==> src/rtl/mux2_arbiter_if.sv <==
// -----------------------------------------------------------------------------
// mux2_arbiter_if
// Request/grant and data bundle between the two requesters and the arbiter
// that owns the shared 2:1 datapath mux.
//
// Signals:
//   req_a, req_b     requests from A and B (held high until granted)
//   data_a, data_b   requester words, sampled while the matching grant is high
//   gnt_a, gnt_b     registered grants, never high together
//   sel              mux select, 1 routes A, 0 routes B (equals gnt_a)
//   data_out         registered mux output word
//   valid_out        data_out holds a granted word
//
// Modports:
//   master  requester/downstream side (drives requests and data)
//   slave   arbiter side (drives grants, select and output word)
// -----------------------------------------------------------------------------
interface mux2_arbiter_if #(
    parameter int unsigned WIDTH = 8
);
    logic             req_a;
    logic             req_b;
    logic [WIDTH-1:0] data_a;
    logic [WIDTH-1:0] data_b;
    logic             gnt_a;
    logic             gnt_b;
    logic             sel;
    logic [WIDTH-1:0] data_out;
    logic             valid_out;

    modport master (
        output req_a, req_b, data_a, data_b,
        input  gnt_a, gnt_b, sel, data_out, valid_out
    );

    modport slave (
        input  req_a, req_b, data_a, data_b,
        output gnt_a, gnt_b, sel, data_out, valid_out
    );
endinterface

==> src/rtl/mux2_arbiter.sv <==
// -----------------------------------------------------------------------------
// mux2_arbiter
// Two-requester round-robin arbiter owning the select of the shared 2:1 mux.
// Grants one side at a time, bounds a tenure to MAX_HOLD cycles while the
// other side waits, and registers the selected word downstream.
//
// Parameters:
//   WIDTH     data word width
//   MAX_HOLD  max consecutive grant cycles under contention (1..255)
//
// Ports:
//   clk   rising-edge clock
//   rst   asynchronous active-high reset
//   bus   mux2_arbiter_if.slave (requests, data in, grants, sel, data out)
// -----------------------------------------------------------------------------
module mux2_arbiter #(
    parameter int unsigned WIDTH    = 8,
    parameter int unsigned MAX_HOLD = 4
) (
    input  logic          clk,
    input  logic          rst,
    mux2_arbiter_if.slave bus
);

    typedef enum logic [1:0] {
        StIdle = 2'd0,
        StOwnA = 2'd1,
        StOwnB = 2'd2
    } state_e;

    localparam logic [7:0] HoldLast = 8'(MAX_HOLD - 1);

    state_e           r_state;
    state_e           w_state_next;
    logic [7:0]       r_hold_cnt;
    logic [7:0]       w_hold_next;
    // 1 when B was granted most recently; A wins the next tie.
    logic             r_last_b;
    logic             w_last_b_next;
    logic             w_hold_done;
    logic [WIDTH-1:0] r_data_out;
    logic             r_valid_out;

    assign w_hold_done = (r_hold_cnt == HoldLast);

    always_comb begin
        w_state_next = r_state;
        unique case (r_state)
            StIdle: begin
                if (bus.req_a && bus.req_b) begin
                    w_state_next = r_last_b ? StOwnA : StOwnB;
                end else if (bus.req_a) begin
                    w_state_next = StOwnA;
                end else if (bus.req_b) begin
                    w_state_next = StOwnB;
                end
            end
            StOwnA: begin
                if (!bus.req_a) begin
                    w_state_next = bus.req_b ? StOwnB : StIdle;
                end else if (bus.req_b && w_hold_done) begin
                    w_state_next = StOwnB;
                end
            end
            StOwnB: begin
                if (!bus.req_b) begin
                    w_state_next = bus.req_a ? StOwnA : StIdle;
                end else if (bus.req_a && w_hold_done) begin
                    w_state_next = StOwnA;
                end
            end
            default: w_state_next = StIdle;
        endcase
    end

    always_comb begin
        w_hold_next   = r_hold_cnt;
        w_last_b_next = r_last_b;
        if (w_state_next != r_state) begin
            w_hold_next = 8'd0;
        end else if (r_state != StIdle && !w_hold_done) begin
            w_hold_next = r_hold_cnt + 8'd1;
        end
        if (w_state_next == StOwnA && r_state != StOwnA) begin
            w_last_b_next = 1'b0;
        end else if (w_state_next == StOwnB && r_state != StOwnB) begin
            w_last_b_next = 1'b1;
        end
    end

    always_ff @(posedge clk or posedge rst) begin
        if (rst) begin
            r_state    <= StIdle;
            r_hold_cnt <= 8'd0;
            r_last_b   <= 1'b1;
        end else begin
            r_state    <= w_state_next;
            r_hold_cnt <= w_hold_next;
            r_last_b   <= w_last_b_next;
        end
    end

    // Output word follows the grant held during the sampling edge.
    always_ff @(posedge clk or posedge rst) begin
        if (rst) begin
            r_data_out  <= '0;
            r_valid_out <= 1'b0;
        end else begin
            if (r_state != StIdle) begin
                r_data_out <= (r_state == StOwnA) ? bus.data_a : bus.data_b;
            end
            r_valid_out <= (r_state != StIdle);
        end
    end

    assign bus.gnt_a     = (r_state == StOwnA);
    assign bus.gnt_b     = (r_state == StOwnB);
    assign bus.sel       = (r_state == StOwnA);
    assign bus.data_out  = r_data_out;
    assign bus.valid_out = r_valid_out;

endmodule

==> src/flat_wrapper.sv <==
// flat-port wrapper written by rule: the top's interface ports become plain ports
module mux2_arbiter_flat 
#(
    parameter int unsigned WIDTH    = 8,
    parameter int unsigned MAX_HOLD = 4
)
  (clk, rst, bus_req_a, bus_req_b, bus_data_a, bus_data_b, bus_gnt_a, bus_gnt_b, bus_sel, bus_data_out, bus_valid_out);
  mux2_arbiter_if #(.WIDTH(WIDTH)) bus_i ();
  input  logic clk;
  input  logic rst;
  input wire logic [$bits(bus_i.req_a)-1:0] bus_req_a;
  input wire logic [$bits(bus_i.req_b)-1:0] bus_req_b;
  input wire logic [$bits(bus_i.data_a)-1:0] bus_data_a;
  input wire logic [$bits(bus_i.data_b)-1:0] bus_data_b;
  output wire logic [$bits(bus_i.gnt_a)-1:0] bus_gnt_a;
  output wire logic [$bits(bus_i.gnt_b)-1:0] bus_gnt_b;
  output wire logic [$bits(bus_i.sel)-1:0] bus_sel;
  output wire logic [$bits(bus_i.data_out)-1:0] bus_data_out;
  output wire logic [$bits(bus_i.valid_out)-1:0] bus_valid_out;
  assign bus_i.req_a = bus_req_a;
  assign bus_i.req_b = bus_req_b;
  assign bus_i.data_a = bus_data_a;
  assign bus_i.data_b = bus_data_b;
  assign bus_gnt_a = bus_i.gnt_a;
  assign bus_gnt_b = bus_i.gnt_b;
  assign bus_sel = bus_i.sel;
  assign bus_data_out = bus_i.data_out;
  assign bus_valid_out = bus_i.valid_out;
  mux2_arbiter #(.WIDTH(WIDTH), .MAX_HOLD(MAX_HOLD)) u_core (.clk(clk), .rst(rst), .bus(bus_i));
endmodule
==> config.mk <==
export PLATFORM = sky130hd
export DESIGN_NAME = mux2_arbiter_flat
export DESIGN_NICKNAME = d
export VERILOG_FILES = /design/src/rtl/mux2_arbiter_if.sv /design/src/rtl/mux2_arbiter.sv /design/src/flat_wrapper.sv
export SDC_FILE = /design/constraint.sdc
export NUM_CORES = 1
export LEC_CHECK = 0
export BUFFER_PORTS_ARGS = -buffer_cell sky130_fd_sc_hd__buf_4
export CORE_MARGIN = 1
export CORE_UTILIZATION = 40
export DETAILED_ROUTE_END_ITERATION = 7
export GPL_TIMING_DRIVEN = 0
export RECOVER_POWER = 50
export SLEW_MARGIN = 20
export SYNTH_ARGS = -nofsm -noshare
export SYNTH_HDL_FRONTEND = slang
export SYNTH_SLANG_ARGS = --single-unit
==> constraint.sdc <==
create_clock -name clk -period 3.2 [get_ports clk]
set_input_delay 0.32 -clock clk [delete_from_list [all_inputs] [get_ports clk]]
set_output_delay 0.32 -clock clk [all_outputs]
set_load 0.05 [all_outputs]
Yosys cells after proc, flatten, opt, wreduce, memory -nomap -nowiden
Index checks and enable logic that the tools add are counted.
{"block": "totals", "reg_bits": 20, "latchBits": 0, "ramBits": 0, "rom_bits": 0, "input_bits": 20, "output_inout_bits": 12, "word_cells": 41, "n_memories": 0}
{"block": "op_classes", "addsub": 1, "mul": 0, "div": 0, "n_lt_le_gt_ge": 0, "n_eq_ne": 8, "n_shift": 0, "mux": 16, "n_bitwise": 0, "reduce_logical": 11}
{"operator": "$mux 8", "n": 3}
{"operator": "$mux 2", "n": 9}
{"operator": "$add 8x1->8 const B", "n": 1}
{"operator": "$eq 8x2->1 const B", "n": 1}
{"operator": "$logic_and 1x1->1", "n": 6}
{"operator": "$pmux 2 s3", "n": 1}
{"operator": "$reduce_bool 2->1", "n": 3}
{"operator": "$eq 2x1->1 const B", "n": 2}
{"operator": "$eq 2x2->1 const B", "n": 2}
{"operator": "$mux 1", "n": 3}
{"operator": "$logic_not 2->1", "n": 1}
{"operator": "$ne 2x1->1 const B", "n": 1}
{"operator": "$ne 2x2->1", "n": 1}
{"operator": "$ne 2x2->1 const B", "n": 1}
{"operator": "$logic_not 1->1", "n": 1}

Longest topological paths before layout
{"block": "logic_depth", "word_depth": 9, "depth_mapped": 5, "depth_no_buf": 5}

Worst setup path before layout
OpenSTA, ideal clock, no wires.
{"block": "synth_timing", "path_type": "register to output", "startpoint": "reg u_core.r_state[0]", "endpoint": "out bus_sel", "arrival_ps": 1651, "required_ps": 2880, "setup_slack_ps": 1229, "stages_incl_launch_ff": 4, "path_buffers": 2, "path_cell_list": "dfrtp_1 > buf_2 > nor2b_1 > buf_4"}
{"block": "synth_between", "elab_chain_len": 1}
{"element": "start: declaration", "line": "mux2_arbiter.sv:33", "text": "state_e r_state;"}
{"element": "start signal: assignment", "line": "mux2_arbiter.sv:93", "text": "r_state <= StIdle;"}
{"element": "start signal: assignment", "line": "mux2_arbiter.sv:97", "text": "r_state <= w_state_next;"}
{"element": "$eq 2x1->1"}
{"element": "end: declaration", "line": "flat_wrapper.sv:17", "text": "output wire logic [$bits(bus_i.sel)-1:0] bus_sel;"}
Every way passes these cells.

Final worst setup path
{"block": "layout_timing", "startpoint": "reg u_core.r_state[0]", "endpoint": "out bus_sel"}
{"block": "layout_between", "elab_chain_len": 1}
{"element": "$eq 2x1->1", "line": "mux2_arbiter.sv:118", "text": "assign bus.sel = (r_state == StOwnA);"}
Every way passes these cells.

==> metrics.md <==
| Metric | Value |
|---|---|
| Layout Nets | 166 |
| Post-synthesis cell type count | 34 |
| Width of the die | 53.8 µm |
| Top area cells in the synthesized netlist | sky130_fd_sc_hd__dfrtp_1 (44%), sky130_fd_sc_hd__mux2i_1 (8.4%), sky130_fd_sc_hd__nand2_1 (5.2%) |
| Ratio of total power to cell area | 638 nW/µm² |
| Post-route setup TNS | 0 ps |
| Floorplan die height | 53.8 µm |
| Max frequency | 0.500 GHz |
| Total Routed Length | 2170 µm |
| Final number of hold-violating endpoints | 0 |
| Required time at the endpoint of the critical path | 2880 ps |
| Clock transition time at the flip-flop clock pins of the worst setup and hold paths | 110 ps |
| Unrepaired setup endpoints after global routing | false |
| CTS max path bufs | 2 |
| Run status | finished, final reports clean |
| Remaining antenna violation count | 0 |
| Area share of the largest cell type after synthesis | 44.2% |
| Worst Hold Class | input port to asynchronous set/reset pin |
| Largest incremental delay on the critical path | 360 ps |
| Worst hold-check slack | 143 ps |
| Largest fanout of any net on the critical path | 10 |
| Final Non-Filler Cells | 174 |
| Static leakage | 0.622 nW |
| Most frequent cell on the critical path | sky130_fd_sc_hd__buf_4 |
| Fill cell count | 232 |
| Critical register-to-register path startpoint | u_core.r_state[0] |
| TritonCTS clock tree | done |
| Number of flip-flops and latches in the synthesized netlist | 20 |
| DR DRC count | 0 |
| Number of DRC markers after the initial detailed-route iteration | 16 |
| Clock period minus final worst setup slack | 2000 ps |
| R2R Path End | u_core.r_hold_cnt[0] |
| Final-report max-slew violation count | 0 |
| Number of global-route vias before repair | 758 |
| Share of flip-flops with an asynchronous set or reset after synthesis | 100% |
| Cell with the largest stage delay on the worst path | sky130_fd_sc_hd__clkbuf_1 |
| Critical Path End Type | output pin |
| Worst-case vdd ir drop | 0.564 mV |
| Average via count per standard cell | 5.07 |
| Total overflow reported by the global router | 0 |
| Post-CTS setup-driven buffer insertion count | 0 |
| Critical path cell sequence | clkbuf_1 > nor2b_1 > buf_4 > buf_4 |
| Initial antenna violation count | 0 |
| Mean instance size in the synthesized netlist | 9.68 µm² |
| Arrival time reported for the critical path endpoint | 1680 ps |
| Worst-Skew Late Latency | 300 ps |
| Total of endpoints with negative setup slack in the final report | 0 |
| Count of cells resized by post-cts repair | 0 |
| I/O Pins | 32 |
| Transition at the pin with the smallest max-transition slack | 769 ps |
| Average wire length per cell after detail routing | 12.4 µm |
| Post-synthesis to final-layout area growth | 25.3% |
| Cell area after layout | 1350 µm² |
| Count of mapped cells out of synthesis | 111 |
| Root Buffer Master | sky130_fd_sc_hd__clkbuf_4 |
| Effective utilization at floorplan | 43.0% |
| Startpoint-to-endpoint class of the critical path | flip-flop to output pin |
| Worst setup slack for register-to-register paths | 1620 ps |
| Worst slack after detailed placement | 1620 ps |
| Port Buffer Count | 29 |
| YS warnings | 0 |
| Hold_buf cts | 0 |
| HPWL reported at the end of detailed placement | 1590 µm |
| Max cap viols | 0 |
| Placed cell count | 170 |
| Maximum number of pins on one net before global-route repair | 21 |
| Total placed instance area | 1330 µm² |
| Worst rel slew slack | 48.7% |
| Worst setup skew after layout | 2.56 ps |
| Syn Std Cell Area | 1070 µm² |
| Antenna diode instance count | 0 |
| Standard cell core area | 2500 µm² |
| Leading register cell type out of synthesis | sky130_fd_sc_hd__dfrtp_1 |
| Die area | 2900 µm² |
| Global placement routability congestion | 0.715 |
| Crit path launch type | flip-flop |
| Synthesized Nets | 132 |
| Depth of the CTS H-tree | 1 |
| Number of cells on the worst reg-to-reg path | 5 |
| CTS sink cnt | 20 |
| Gr usage total | 16.6% |
| Number of enable flip-flop cells after synthesis | 0 |
| Std cell rows | 18 |
| Sequential share of the synthesized area | 46.7% |
| Layout cells sized above 1 | 26.4% |
| Number of iterations in the first detailed-routing pass | 4 |
| PnR worst setup slack | 1200 ps |
| Cell accounting for the most synthesized area | sky130_fd_sc_hd__dfrtp_1 |
| Vias | 883 |
| Number of buffers inserted during clock tree synthesis | 3 |
| First-pass GRT wire length | 3370 µm |
| Period Utilization, post-route | 62.5% |
==> cell usage in the layout, fill, tap and decap left out, drive strengths merged <==
cell type / n
a211oi: 1
a21boi: 1
a21o: 1
a21oi: 4
a22o: 1
a311oi: 1
and3: 2
buf: 27
clkbuf: 13
dfrtp: 19
dfstp: 1
ha: 1
inv: 4
mux2i: 9
nand2: 15
nand3: 3
nand3b: 1
nand4: 4
nor2: 11
nor2b: 2
nor3: 3
nor4b: 1
o211a: 1
o21ai: 11
xnor2: 3
xor2: 4
==> cells in the mapped netlist, types with 2 or more instances <==
library cell and count:
sky130_fd_sc_hd__a21oi_1 2, sky130_fd_sc_hd__buf_2 3, sky130_fd_sc_hd__clkbuf_1 2, sky130_fd_sc_hd__dfrtp_1 19
sky130_fd_sc_hd__inv_1 4, sky130_fd_sc_hd__mux2i_1 9, sky130_fd_sc_hd__nand2_1 15, sky130_fd_sc_hd__nand3_1 2
sky130_fd_sc_hd__nand4_1 4, sky130_fd_sc_hd__nor2_1 11, sky130_fd_sc_hd__nor2b_1 2, sky130_fd_sc_hd__nor3_1 2
sky130_fd_sc_hd__o21ai_0 8, sky130_fd_sc_hd__o21ai_1 3, sky130_fd_sc_hd__xnor2_1 3, sky130_fd_sc_hd__xor2_1 4
==> logic make-up (layout without fill, tap and decap cells) <==
kind of cell / count (synthesis) / in the layout / synth area share [%]
simple gates: 42 / 42 / 20.5
compound gates: 21 / 21 / 13.0
flops: 20 / 20 / 46.7
buf+inv: 11 / 44 / 4.54
mux: 9 / 9 / 8.38
xor+xnor: 7 / 7 / 5.70
fa+ha+maj: 1 / 1 / 1.16
==> layout make-up <==
type | count | area, µm² | share of cell area (%)
buffer | 7 | 32.5 | 2.42
clock buffer | 4 | 36.3 | 2.70
inverter | 4 | 15.0 | 1.12
multi-input combinational | 80 | 524 | 38.9
sequential | 20 | 502 | 37.3
tap | 30 | 37.5 | 2.79
timing repair buffer | 29 | 199 | 14.8
==> worst max path at each step <==
stage | end | cells past startpoint | start
2_1_floorplan | bus_sel | 3 | u_core.r_state[0]
3_3_place_gp | u_core.r_hold_cnt[4] | 5 | u_core.r_hold_cnt[0]
3_5_place_dp | u_core.r_hold_cnt[5] | 5 | u_core.r_hold_cnt[0]
4_1_cts | bus_sel | 4 | u_core.r_state[0]
5_1_grt | bus_sel | 4 | u_core.r_state[0]
6_report | bus_sel | 4 | u_core.r_state[0]
==> worst max-delay path: cells and delay by family (launching register included) <==
kind	cells	cell delay (ps)
flops	1	340
buf+inv	3	700
simple gates	1	330
==> report_power, final <==
group	total [mW]	internal [mW]	switching, mW
Sequential	0.338	0.305	0.0331
Clock	0.149	0.0695	0.0792
Combinational	0.372	0.116	0.255
Total	0.859	0.491	0.368
==> stage by stage <==
stage | total power, mW | util, %
2_1_floorplan | 0.618 | -
3_5_place_dp | 0.735 | 53.2
6_report | 0.859 | 53.9
4_1_cts | 0.887 | 54.7
3_3_place_gp | 0.729 | 53.2
5_1_grt | 0.911 | 53.9
==> sequential cells by signal, summed over array words and instances (netlist names) <==
| register | count |
|---|---|
| u_core.bus.data_out | 8 |
| u_core.bus.valid_out | 1 |
| u_core.r_hold_cnt | 8 |
| u_core.r_last_b | 1 |
| u_core.r_state | 2 |
==> per-layer routing <==
layer / GRT usage (%) / up-vias / share of wire, %
li1: - / 444 / -
met1: 23.3 / 413 / 51
met2: 24.7 / 24 / 44
met3: 5.08 / 2 / 4.4
met4: 3.95 / 0 / 0.69
met5: 0 / - / 0
No activity file was read; power rests on OpenSTA's default activity.
